===== src/rtl/clock_time_counter.sv =====
// 12-hour BCD time-of-day counter (HH:MM:SS + PM) with RUN/SET modes; optional 24-hour build via HOUR24_EN.
// Latency: all outputs registered; digits and sec_pulse change the cycle after the qualifying tick/button rise.
// Backpressure: none; tick is consumed every cycle it is high, en=0 or SET mode simply ignores it.
module clock_time_counter #(
    parameter int TICK_DIV = 1,
    parameter bit INIT_PM  = 1'b0
) (
    input  logic       clk,
    input  logic       rst,
    input  logic       tick,
    input  logic       en,
    input  logic       set_mode,
    input  logic       inc_hr,
    input  logic       inc_min,
`ifdef HOUR24_EN
    output logic [1:0] hr_tens,
`else
    output logic       hr_tens,
`endif
    output logic [3:0] hr_ones,
    output logic [2:0] min_tens,
    output logic [3:0] min_ones,
    output logic [2:0] sec_tens,
    output logic [3:0] sec_ones,
    output logic       pm,
    output logic       sec_pulse,
    output logic       in_set
);

    typedef enum logic {
        RUN = 1'b0,
        SET = 1'b1
    } state_t;

    localparam logic [9:0] PRESC_LAST = 10'(TICK_DIV - 1);

`ifdef HOUR24_EN
    localparam logic [1:0] HR_TENS_RST = 2'd0;
    localparam logic [3:0] HR_ONES_RST = 4'd0;
    localparam logic       PM_RST      = 1'b0;
`else
    localparam logic       HR_TENS_RST = 1'b1;
    localparam logic [3:0] HR_ONES_RST = 4'd2;
    localparam logic       PM_RST      = INIT_PM;
`endif

    state_t     state;
    logic [9:0] presc;
    logic       inc_hr_prev;
    logic       inc_min_prev;

    logic       run_tick;
    logic       sec_adv;
    logic       sec_wrap;
    logic       min_wrap;
    logic       hr_rise;
    logic       min_rise;
    logic       min_step;
    logic       hr_step;
    logic [9:0] presc_nxt;
    logic [2:0] sec_tens_nxt;
    logic [3:0] sec_ones_nxt;
    logic [2:0] min_tens_nxt;
    logic [3:0] min_ones_nxt;
`ifdef HOUR24_EN
    logic [1:0] hr_tens_nxt;
`else
    logic       hr_tens_nxt;
`endif
    logic [3:0] hr_ones_nxt;
    logic       pm_nxt;

    // Next-state arithmetic: prescaler, second advance, and carry chain sec->min->hour.
    always_comb begin
        run_tick  = (state == RUN) && en && tick;
        sec_adv   = run_tick && (presc == PRESC_LAST);
        sec_wrap  = (sec_tens == 3'd5) && (sec_ones == 4'd9);
        min_wrap  = (min_tens == 3'd5) && (min_ones == 4'd9);
        hr_rise   = inc_hr & ~inc_hr_prev;
        min_rise  = inc_min & ~inc_min_prev;
        // In SET the minute button never carries into the hour; the hour button acts on its own.
        min_step  = (sec_adv && sec_wrap) || ((state == SET) && min_rise);
        hr_step   = (sec_adv && sec_wrap && min_wrap) || ((state == SET) && hr_rise);

        presc_nxt    = presc;
        sec_tens_nxt = sec_tens;
        sec_ones_nxt = sec_ones;
        min_tens_nxt = min_tens;
        min_ones_nxt = min_ones;
        hr_tens_nxt  = hr_tens;
        hr_ones_nxt  = hr_ones;
        pm_nxt       = pm;

        // SET holds seconds and prescaler at zero so RUN restarts with a full interval.
        if (state == SET) begin
            presc_nxt    = 10'd0;
            sec_tens_nxt = 3'd0;
            sec_ones_nxt = 4'd0;
        end else if (run_tick) begin
            presc_nxt = sec_adv ? 10'd0 : presc + 10'd1;
        end

        if (sec_adv) begin
            if (sec_ones == 4'd9) begin
                sec_ones_nxt = 4'd0;
                sec_tens_nxt = (sec_tens == 3'd5) ? 3'd0 : sec_tens + 3'd1;
            end else begin
                sec_ones_nxt = sec_ones + 4'd1;
            end
        end

        if (min_step) begin
            if (min_ones == 4'd9) begin
                min_ones_nxt = 4'd0;
                min_tens_nxt = (min_tens == 3'd5) ? 3'd0 : min_tens + 3'd1;
            end else begin
                min_ones_nxt = min_ones + 4'd1;
            end
        end

`ifdef HOUR24_EN
        pm_nxt = 1'b0;
        if (hr_step) begin
            if ((hr_tens == 2'd2) && (hr_ones == 4'd3)) begin
                hr_tens_nxt = 2'd0;
                hr_ones_nxt = 4'd0;
            end else if (hr_ones == 4'd9) begin
                hr_tens_nxt = hr_tens + 2'd1;
                hr_ones_nxt = 4'd0;
            end else begin
                hr_ones_nxt = hr_ones + 4'd1;
            end
        end
`else
        if (hr_step) begin
            if (hr_tens && (hr_ones == 4'd1)) begin
                // 11 -> 12 is the AM/PM boundary.
                hr_ones_nxt = 4'd2;
                pm_nxt      = ~pm;
            end else if (hr_tens && (hr_ones == 4'd2)) begin
                hr_tens_nxt = 1'b0;
                hr_ones_nxt = 4'd1;
            end else if (hr_ones == 4'd9) begin
                hr_tens_nxt = 1'b1;
                hr_ones_nxt = 4'd0;
            end else begin
                hr_ones_nxt = hr_ones + 4'd1;
            end
        end
`endif
    end

    // State, time digits, button history and pulse registers; rst overrides everything.
    always_ff @(posedge clk) begin
        if (rst) begin
            state        <= RUN;
            in_set       <= 1'b0;
            presc        <= 10'd0;
            inc_hr_prev  <= 1'b0;
            inc_min_prev <= 1'b0;
            sec_pulse    <= 1'b0;
            hr_tens      <= HR_TENS_RST;
            hr_ones      <= HR_ONES_RST;
            min_tens     <= 3'd0;
            min_ones     <= 4'd0;
            sec_tens     <= 3'd0;
            sec_ones     <= 4'd0;
            pm           <= PM_RST;
        end else begin
            state        <= set_mode ? SET : RUN;
            in_set       <= set_mode;
            presc        <= presc_nxt;
            inc_hr_prev  <= inc_hr;
            inc_min_prev <= inc_min;
            sec_pulse    <= sec_adv;
            hr_tens      <= hr_tens_nxt;
            hr_ones      <= hr_ones_nxt;
            min_tens     <= min_tens_nxt;
            min_ones     <= min_ones_nxt;
            sec_tens     <= sec_tens_nxt;
            sec_ones     <= sec_ones_nxt;
            pm           <= pm_nxt;
        end
    end

endmodule


===== config.mk =====
export PLATFORM = sky130hd
export DESIGN_NAME = clock_time_counter
export DESIGN_NICKNAME = d
export VERILOG_FILES = /design/src/rtl/clock_time_counter.sv
export SDC_FILE = /design/constraint.sdc
export NUM_CORES = 1
export LEC_CHECK = 0
export ABC_AREA = 1
export CORE_UTILIZATION = 35
export DETAILED_ROUTE_END_ITERATION = 16
export PLACE_DENSITY = 0.6
export SLEW_MARGIN = 10
export SYNTH_ARGS = -nofsm -noshare
export SYNTH_HDL_FRONTEND = slang
export SYNTH_SLANG_ARGS = --single-unit

===== constraint.sdc =====
create_clock -name clk -period 1.7 [get_ports clk]
set_input_delay 0.17 -clock clk [delete_from_list [all_inputs] [get_ports clk]]
set_output_delay 0.17 -clock clk [all_outputs]
set_load 0.01 [all_outputs]

==> run metrics <==
clock tree from TritonCTS=built; R2R Path Start=presc[0]$_SDFFE_PP0P_; Via density=approximately 4.8; ys async rst share=0; outcome=complete, no violations; crit path kind=register to output pin; Final Hold Viols=0; # IOs=29; Layout Skew=~0.0072 ns; Syn Nets=~280; Fin Hold WS=0.404 ns; CP startpoint kind=register; number of global-route vias before repair=between 1,500 and 2,000; HP Class=input pin to register; initial antenna violation count=0; WL final=4210 um; Pins Over Slew Limit=0; top cells by count, synth=nand2_1, nor2_1, dfxtp_1; GRT Util Overall=0.171; EDFF count, synth=0; Worst setup EP type=output pin; end point of the critical path=in_set; H-tree Lvls=2; CP Cell Sequence=buf_4 > clkdlybuf4s50_1; Slew HR=0.803; port bufs=28; area grow syn2layout=31.0%; first-pass GRT wire length=~7100 um; CP Data Arrival Time=roughly 1.4 ns; total power=~1600 uW; share of layout cells above drive strength 1=0.122; Non-Filler Instances=just under 400; Highest Clock Rate=649 MHz; Iter 0 DRT Violations=115; Reg2Reg Depth=9; Max IR drop VDD=around 0.36 mV; CTS Buf Count=5; Remaining Overflow, GRT=0; GPL Wtd Cong=between 0.8 and 0.9; Seq cells post-synth=34; chip width=around 74 um; RR Endpoint=min_tens[1]$_SDFFE_PP0P_; pin count of the biggest net entering global routing=12; number of nets in the layout=around 330; Starting Density=0.374; diode count=0; Die Height=between 70 and 80 um; sequential share of the synthesized area=0.373; crit-path max cell delay=roughly 0.56 ns; worst slew pin tran=just under 0.3 ns; start point of the critical path=in_set$_SDFF_PP0_; Critical Path RT=about 1.5 ns; core area=roughly 4900 um2; clk root buf=clkbuf_8; clock-pin slew on the worst setup and hold paths=roughly 0.070 ns; MaxCap Viol Count=0; # clock sinks=34; via count=between 1,500 and 2,000; dpl cells=around 380; Synth cell types=31; drt pass-1 iters=4; wire per inst=approximately 11 um; antenna-violating nets left=0; num rows=25; Post-DP HPWL=approximately 3200 um; Worst path slowest cell=clkdlybuf4s50_1; post-synthesis instance total=270; syn avg cell area=approximately 6.8 um2; prevailing post-synth register cell=dfxtp_1; unrepaired setup endpoints after global routing=false; die area=between 5000 and 6000 um2; final setup fails=0; top post-synthesis cells by area=dfxtp_1, nand2_1, nand3_1, nor2_1, inv_1; top-count cell post-synth=nand2_1; Post-Syn Area=1830 um2; period utilization=0.907; P_leak=between 0.0009 and 0.001 uW; Yosys top cell area share=0.373; final design area excluding fillers=around 2400 um2; power per standard cell area=669 nW/um2; minimum clock period=1.54 ns; crit-path max FO=6; placed instance area=about 2300 um2; drt drc=0; r2r setup slk=approximately 0.18 ns; Clock Path Buffers=2; clk_lat worst skew=0.29 ns; # hold bufs at CTS=0; Ys Warns=0; Setup Buffers After CTS=0; cell accounting for the most synthesized area=dfxtp_1
registers in the layout (all words and copies together), names as in the netlist:
signal / count
pm: 1
in_set: 1
inc_min_prev: 1
hr_tens: 1
min_tens: 3
min_ones: 4
sec_ones: 4
presc: 10
sec_tens: 3
sec_pulse: 1
inc_hr_prev: 1
hr_ones: 4
kinds of logic (layout without fill, tap and decap cells):
logic type / count (synthesis) / in the layout / synth area share
DFF: 34 / 34 / 0.373
adders and majority gates: 4 / 4 / 0.0274
buffers and inverters: 38 / 87 / 0.0822
xor gates and xnor gates: 5 / 5 / 0.0240
AOI/OAI and AO/OA: 37 / 37 / 0.108
and+or+nand+nor: 152 / 152 / 0.386
cell usage in the layout (no fill, tap or decap), types with 4 or more instances in the layout:
| cell | synthesis | routed |
|---|---|---|
| nand2_1 | 59 | 58 |
| nor2_1 | 36 | 35 |
| dfxtp_1 | 34 | 34 |
| inv_1 | 33 | 33 |
| clkdlybuf4s50_1 | 0 | 28 |
| nand3_1 | 27 | 27 |
| a21oi_1 | 19 | 19 |
| buf_4 | 0 | 16 |
| o21ai_0 | 11 | 11 |
| nor3_1 | 8 | 8 |
| clkbuf_8 | 0 | 6 |
| nand4_1 | 5 | 5 |
| ha_1 | 4 | 4 |
cell type report:
class	count	area (um2)
well taps	67	83.8
flip-flops and latches	34	681
fillers	531	2490
clock buffers	6	82.6
multi-input cells	198	1000
inverters	35	131
clock inverters	2	12.5
repair buffers	44	400
what timing repair did:
action,4_1_cts,5_1_grt
gates resized for setup,0,2
endpoints found under the setup margin,0,7
endpoints found under the hold margin,0,0
worst min path at each step:
stage,from,to,slack (ns),cells past startpoint
after floorplan,set_mode,in_set$_SDFF_PP0_,0.28,2
after global placement,hr_tens$_SDFFE_PP1P_,hr_tens$_SDFFE_PP1P_,0.47,2
after detailed placement,hr_tens$_SDFFE_PP1P_,hr_tens$_SDFFE_PP1P_,0.47,2
after CTS,set_mode,in_set$_SDFF_PP0_,0.40,3
after global routing,set_mode,in_set$_SDFF_PP0_,0.42,3
final,set_mode,in_set$_SDFF_PP0_,0.40,3
report_power, final:
| group | leakage (uW) | total (uW) | switching [uW] | internal (uW) |
|---|---|---|---|---|
| clock | 0.0000472 | 640 | 314 | 326 |
| sequential | 0.000275 | 816 | 8.56 | 808 |
| combinational | 0.000623 | 144 | 80.3 | 64.0 |
| total | 0.000946 | 1600 | 403 | 1200 |
metal layers:
| metal | track usage | wire length [um] | up-vias |
|---|---|---|---|
| met5 | 0 | 0 | - |
| met4 | 0.0818 | 89 | 0 |
| met3 | 0.0407 | 149 | 12 |
| met2 | 0.257 | 1840 | 37 |
| met1 | 0.230 | 2130 | 816 |
| li1 | - | - | 973 |
through the flow:
stage / setup TNS [ns] / utilization / setup WS [ns]
6_report: 0 / 0.490 / 0.159
5_1_grt: 0 / 0.490 / 0.000611
4_1_cts: 0 / 0.489 / 0.0356
3_5_place_dp: -0.00650 / 0.470 / -0.00650
3_3_place_gp: 0 / 0.470 / 0.0261
2_1_floorplan: 0 / - / 0.128
worst max-delay path: cells and delay by family, from the launching register on:
kind     cells  cell delay (ns)
flops        1             0.35
buf+inv      2             0.74
No activity file was read; power rests on OpenSTA's default activity.
